==> src/rtl/round_ctrl.sv <==
// rtl/round_ctrl.sv - round/timeout game controller with optional time-bonus score (ROUND_CTRL_SCORE_EN)
// With ROUND_CTRL_SCORE_EN undefined, the score output is tied to zero.
module round_ctrl #(
  parameter int MAX_ROUND = 10
) (
  input  logic       clkt,
  input  logic       R,
  input  logic       enter,
  input  logic       match,
  input  logic [3:0] tempo,
  input  logic       end_time,
  output logic       R_time,
  output logic       E_time,
  output logic [3:0] round,
  output logic [7:0] score,
  output logic       end_game,
  output logic       win,
  output logic [2:0] state
);

  localparam logic [2:0] INIT   = 3'd0;
  localparam logic [2:0] SETUP  = 3'd1;
  localparam logic [2:0] PLAY   = 3'd2;
  localparam logic [2:0] CHECK  = 3'd3;
  localparam logic [2:0] RESULT = 3'd4;
  localparam logic [3:0] LAST_ROUND = 4'(MAX_ROUND - 1);

  logic [2:0] cur;
  logic       enter_d;
  logic       armed;
  logic       enter_rise;

  // armed stays low for the first edge after reset so a button already held
  // down when reset is released is not mistaken for a new press.
  assign enter_rise = enter & ~enter_d & armed;

  assign state  = cur;
  assign R_time = (cur == INIT) || (cur == SETUP) || (cur == RESULT);
  assign E_time = (cur == PLAY);

  always_ff @(posedge clkt or posedge R) begin
    if (R) begin
      cur      <= INIT;
      round    <= 4'd0;
      win      <= 1'b0;
      end_game <= 1'b0;
      enter_d  <= 1'b0;
      armed    <= 1'b0;
    end else begin
      enter_d <= enter;
      armed   <= 1'b1;
      case (cur)
        INIT: begin
          if (enter_rise) cur <= SETUP;
        end
        SETUP: begin
          cur <= PLAY;
        end
        PLAY: begin
          if (end_time) begin
            cur      <= RESULT;
            win      <= 1'b0;
            end_game <= 1'b1;
          end else if (enter_rise) begin
            cur <= CHECK;
          end
        end
        CHECK: begin
          if (!match) begin
            cur      <= RESULT;
            win      <= 1'b0;
            end_game <= 1'b1;
          end else if (round == LAST_ROUND) begin
            cur      <= RESULT;
            win      <= 1'b1;
            end_game <= 1'b1;
          end else begin
            round <= round + 4'd1;
            cur   <= SETUP;
          end
        end
        RESULT: begin
          if (enter_rise) begin
            cur      <= INIT;
            round    <= 4'd0;
            win      <= 1'b0;
            end_game <= 1'b0;
          end
        end
        default: begin
          cur      <= INIT;
          round    <= 4'd0;
          win      <= 1'b0;
          end_game <= 1'b0;
        end
      endcase
    end
  end

`ifdef ROUND_CTRL_SCORE_EN
  logic [3:0] t_hold;
  logic [3:0] bonus;
  logic [8:0] sum;

  // Faster confirmation earns more; out-of-range tempo values earn nothing.
  assign bonus = (t_hold > 4'd9) ? 4'd0 : (4'd9 - t_hold);
  assign sum   = {1'b0, score} + {5'd0, bonus};

  always_ff @(posedge clkt or posedge R) begin
    if (R) begin
      t_hold <= 4'd0;
      score  <= 8'd0;
    end else begin
      if (cur == PLAY && !end_time && enter_rise) t_hold <= tempo;
      if (cur == INIT && enter_rise) begin
        score <= 8'd0;
      end else if (cur == CHECK && match) begin
        score <= sum[8] ? 8'hFF : sum[7:0];
      end
    end
  end
`else
  logic unused_tempo;
  assign unused_tempo = ^tempo;
  assign score        = 8'd0;
`endif

endmodule
==> config.mk <==
export PLATFORM = sky130hd
export DESIGN_NAME = round_ctrl
export DESIGN_NICKNAME = d
export VERILOG_FILES = /design/src/rtl/round_ctrl.sv
export SDC_FILE = /design/constraint.sdc
export NUM_CORES = 1
export LEC_CHECK = 0
export CAP_MARGIN = 20
export CORE_MARGIN = 2
export CORE_UTILIZATION = 32
export CTS_CLUSTER_DIAMETER = 30
export CTS_CLUSTER_SIZE = 20
export DETAILED_ROUTE_END_ITERATION = 12
export PLACE_DENSITY = 0.68
export SETUP_SLACK_MARGIN = 0.02
export SYNTH_ARGS = -nofsm -noshare
export SYNTH_HDL_FRONTEND = slang
export SYNTH_SLANG_ARGS = --single-unit
==> constraint.sdc <==
create_clock -name clkt -period 1.66 [get_ports clkt]
set_input_delay 0.498 -clock clkt [delete_from_list [all_inputs] [get_ports clkt]]
set_output_delay 0.498 -clock clkt [all_outputs]
set_load 0.02 [all_outputs]
* Word-level counts from Yosys, hierarchy flattened *
Index checks and enable logic that the tools add are counted.

cells by class
  add/sub/neg operators = 1
  equal/unequal tests = 12
  mux-type cells = 19
  bitwise gates (word level) = 5
  reductions and logical operators = 8

operators with widths
  kind                   count
  $mux W3                6
  $pmux W3 S5            1
  $mux W4                3
  $pmux W4 S3            1
  $ne A2 B2 Y1 const B   5
  $pmux W1 S4            2
  $reduce_and A4 Y1      2
  $eq A3 B2 Y1 const B   2
  $mux W1                6
  $add A4 B1 Y4 const B  1
  $eq A4 B4 Y1 const B   1
  $eq A3 B1 Y1 const B   1
  $eq A3 B3 Y1 const B   1
  $logic_not A3 Y1       1
  $ne A3 B2 Y1 const B   1
  $ne A3 B3 Y1 const B   1
  $not A1 Y1             3
  $reduce_and A3 Y1      1
  $reduce_or A3 Y1       1
  $and A1 B1 Y1          2
  $logic_or A1 B1 Y1     2
  $reduce_or A2 Y1       1

word-level totals
  bits in registers = 11
  output and inout bits = 19
  word-level logic and storage cells = 51

* Longest topological paths before layout *
  depth after elaboration = 6
  depth in mapped cells = 5
  depth with buffers taken out = 5

* Worst setup path after synthesis *
No wires, ideal clock.

  path type = flip-flop to output port
  from = register cur[2], in the netlist state[2]
  to = output port E_time
  arrival time = 1.262 ns
  required time = 1.162 ns
  slack = -0.100 ns
  cell stages (with the launch flop) = 3
  buffers on the path = 1
  path through = dfrtp_1 -> clkbuf_1 -> nor3b_1

between the ends
  word-level cells in the longest chain between the ends = 1

RTL lines
  item                      RTL line  RTL
  start: declaration        28        logic [2:0] cur;
  start signal: assignment  43        cur <= INIT;
  start signal: assignment  54        if (enter_rise) cur <= SETUP;
  start signal: assignment  57        cur <= PLAY;
  $eq A3 B2 Y1              39        assign E_time = (cur == PLAY);
  end: declaration          13        output logic E_time,

Every way passes these cells.

* Worst setup path after layout *
  from = input port match
  to = register round[0]

between the ends
  word-level cells in the longest chain between the ends = 2

RTL lines
  item                                RTL line  RTL
  start: declaration                  9         input logic match,
  $ne A2 B2 Y1 (no source line)       n/a
  $reduce_and A4 Y1 (no source line)  n/a
  end signal: assignment              78        round <= round + 4'd1;
  end: declaration                    14        output logic [3:0] round,

Every way passes these cells.
A chain may end at the register's enable or synchronous reset.

==> summary.txt <==
Power
  – Max IR drop VDD: 0.7735 mV
  – Pwr/cell area: 1113 mW/mm2
  – Leakage: 0.4671 nW

Setup path
  – Max FO, Critical Path: 4
  – Critical R2R Capture: round[0]$_DFFE_PP0P_
  – Arr. time, crit path: 1.76 ns
  – Startpoint types: input port
  – CP Class: in -> reg
  – Crit end category: register
  – Worst EP required: 1.81 ns
  – Worst path slowest cell: clkdlybuf4s50_1
  – R2R setup slack: 0.11 ns
  – Critical R2R Launch: state[2]$_DFFE_PP0P_
  – Reg2reg path depth: 5
  – Max stage delay on crit path: 0.51 ns
  – Cells along the critical path: clkdlybuf4s50_1, buf_4, nand3_2, nand2b_1, a221o_1

Place
  – Port Buffers: 15
  – Cell Area, Placed: 917.1 um2
  – Routability congestion estimate: 0.9101
  – Detailed Place HPWL: 1105 um

Run status
  – Status: finished, final reports clean

STA
  – Fmax: 622.7 MHz
  – Fin. max-slew vios: 0
  – RSZ-0062 raised after global routing: no
  – Tcrit/Tclk final: 96.74%
  – Worst hold margin: 0.5115 ns
  – Final hold viol count: 0
  – Clock skew: between 0.0004 and 0.0005 ns
  – Period minus WS final: around 1.6 ns
  – Final setup fails: 0

Finish
  – Final Instance Area: 927.1 um2
  – Area grow syn2layout: 36.97%
  – Antenna diode count: 0
  – Layout Utilization: 46.78%
  – Share of cells above drive strength 1: between 20% and 30%
  – Fin nets: 111

Drt
  – Final wirelength: ~1500 um
  – Post-route ant nets: 0
  – DRT Pass-1 Iters: 4
  – DRT iter0 DRCs: 12
  – Vias: 623
  – DR vias/cell: between 4 and 5
  – Drt drc: 0
  – Avg WL per Cell: 12.27 um

Synthesis
  – Post-synthesis sequential area ratio: between 40% and 50%
  – Top_reg_cell synth: dfrtp_1
  – Mapped Area: 676.9 um2
  – Post-synth top cells: dfrtp_1 (11), buf_4 (8), nand3_1 (4)
  – Count leader, synth: dfrtp_1
  – Fraction of registers with async set/reset: 100.0%
  – Avg Cell Area, Syn: roughly 9.7 um2
  – Netlist cell types: 33
  – Top cell type's share of synthesized area: 40.67%
  – Area leader, netlist: dfrtp_1
  – Number of synthesized register bits: 11
  – Number of flops mapped to enable cells by yosys: 0
  – Synthesized instance count: 70
  – Largest cells by area after synthesis: dfrtp_1 (41%), buf_4 (8.9%), a221o_1 (4.4%), ha_1 (3.7%), nand3_1 (3.0%)
  – Ys Warns: 0

Die
  – Core ar.: 0.001982 mm2
  – Die X-Extent: roughly 50 um
  – Die Area: between 0.002 and 0.0025 mm2
  – Num rows: 16
  – Initial Util: about 34%
  – Die Span Y: 49.99 um
  – Io pins: 28

Clock network
  – TritonCTS Sinks: 11
  – H-tree depth: 1
  – Worst skew pair latency: roughly 0.27 ns
  – Post-cts resize count: 17
  – Root Buffer: clkbuf_4
  – CTS buffer count: 3
  – Setup bufs post-CTS: 0
  – Worst-path clk slew: 0.07 ns
  – Clock Tree Buf Depth: 2
  – TritonCTS clock tree: done
  – # hold bufs at CTS: 0

GRT
  – Largest net degree at the start of global routing: 14
  – Grt ovf: 0
  – Vias in the first global route: 585
  – First-pass GRT wire length: 2553 um
  – Total global routing track utilization: 13.60%
  – Initial antenna violation count: 0

Flow run
  – Max_cap viols: 0

Min path
  – Worst hold path class: in -> async
## state kept, by name, summed over array words and instances (netlist names)
name,cells
armed,1
win,1
end_game,1
round,4
state,3
enter_d,1
## logic make-up after synthesis
group,after synthesis,share of synthesized area (%)
AO/OA/AOI/OAI,14,16.08
adder cells (fa/ha/maj),2,3.696
buffers and inverters,14,13.49
flip-flops,11,40.66
multiplexers,1,1.479
other,2,1.109
AND/OR/NAND/NOR,26,23.47
## metrics by stage
step / TNS (ns) / worst slack (ns) / cells / power (mW)
detailed placement: -0.9043 / -0.2187 / 122 / 0.8754
finish: 0 / 0.05413 / 126 / 1.032
global route: 0 / 0.02348 / 126 / 1.096
CTS: 0 / 0.02759 / 126 / 1.032
global placement: -0.9426 / -0.2096 / 122 / 0.8726
floorplan: 0 / 0.07902 / 77 / 0.6488
## where the power goes
group / internal (mW) / switching [mW] / total, mW
clock: 0.0931 / 0.0965 / 0.190
sequential: 0.312 / 0.0355 / 0.348
combinational: 0.204 / 0.290 / 0.494
total: 0.610 / 0.422 / 1.03
## routing by layer
| metal | track usage, % | part of all wire, % | wire length [um] |
|---|---|---|---|
| met5 | 0 | 0 | 0 |
| met3 | 4.242 | 5.0 | 78 |
| met2 | 22.15 | 49 | 750 |
| met1 | 15.88 | 45 | 688 |
| met4 | 6.944 | 1.8 | 28 |
## cell usage in the layout (no fill, tap or decap), drive strengths merged
master / instances
dlygate4sd2: 7
clkbuf: 5
nor2: 3
nor2b: 3
ha: 2
a21oi: 2
dfrtp: 11
and2: 1
a221o: 3
clkdlybuf4s15: 1
nor3: 1
clkdlybuf4s50: 4
nand2: 1
o221ai: 1
nand3b: 2
mux2i: 1
o21ai: 1
buf: 16
inv: 3
or4: 1
o21bai: 1
conb: 9
o211ai: 2
nand4: 1
o311ai: 1
nand3: 5
and3: 2
nor4: 2
a31oi: 1
and3b: 1
a211o: 2
nand2b: 1
nor3b: 2
## area by class of cell
class / count / area [um2]
Clock buffer: 4 / 26.28
Fill cell: 206 / 1055
Inverter: 3 / 11.26
Multi-Input combinational cell: 52 / 349.1
Sequential cell: 11 / 275.3
Tap cell: 27 / 33.78
Timing Repair Buffer: 29 / 231.5
## worst max-delay path by stage
stage | from | to | slack (ns) | depth (start not counted)
final | match | round[0]$_DFFE_PP0P_ | 0.05 | 5
after floorplan | state[2]$_DFFE_PP0P_ | R_time | 0.08 | 2
after CTS | state[0]$_DFFE_PP0P_ | E_time | 0.03 | 2
after detailed placement | match | win$_DFFE_PP0P_ | -0.22 | 4
after global routing | state[0]$_DFFE_PP0P_ | state[0] | 0.02 | 2
after global placement | match | round[0]$_DFFE_PP0P_ | -0.21 | 5
## critical path, delay by kind of cell
kind	cells	cell delay, ns
buf+inv	2	0.64
compound gates	1	0.32
simple gates	2	0.30
(Power assumes the default switching activity.)
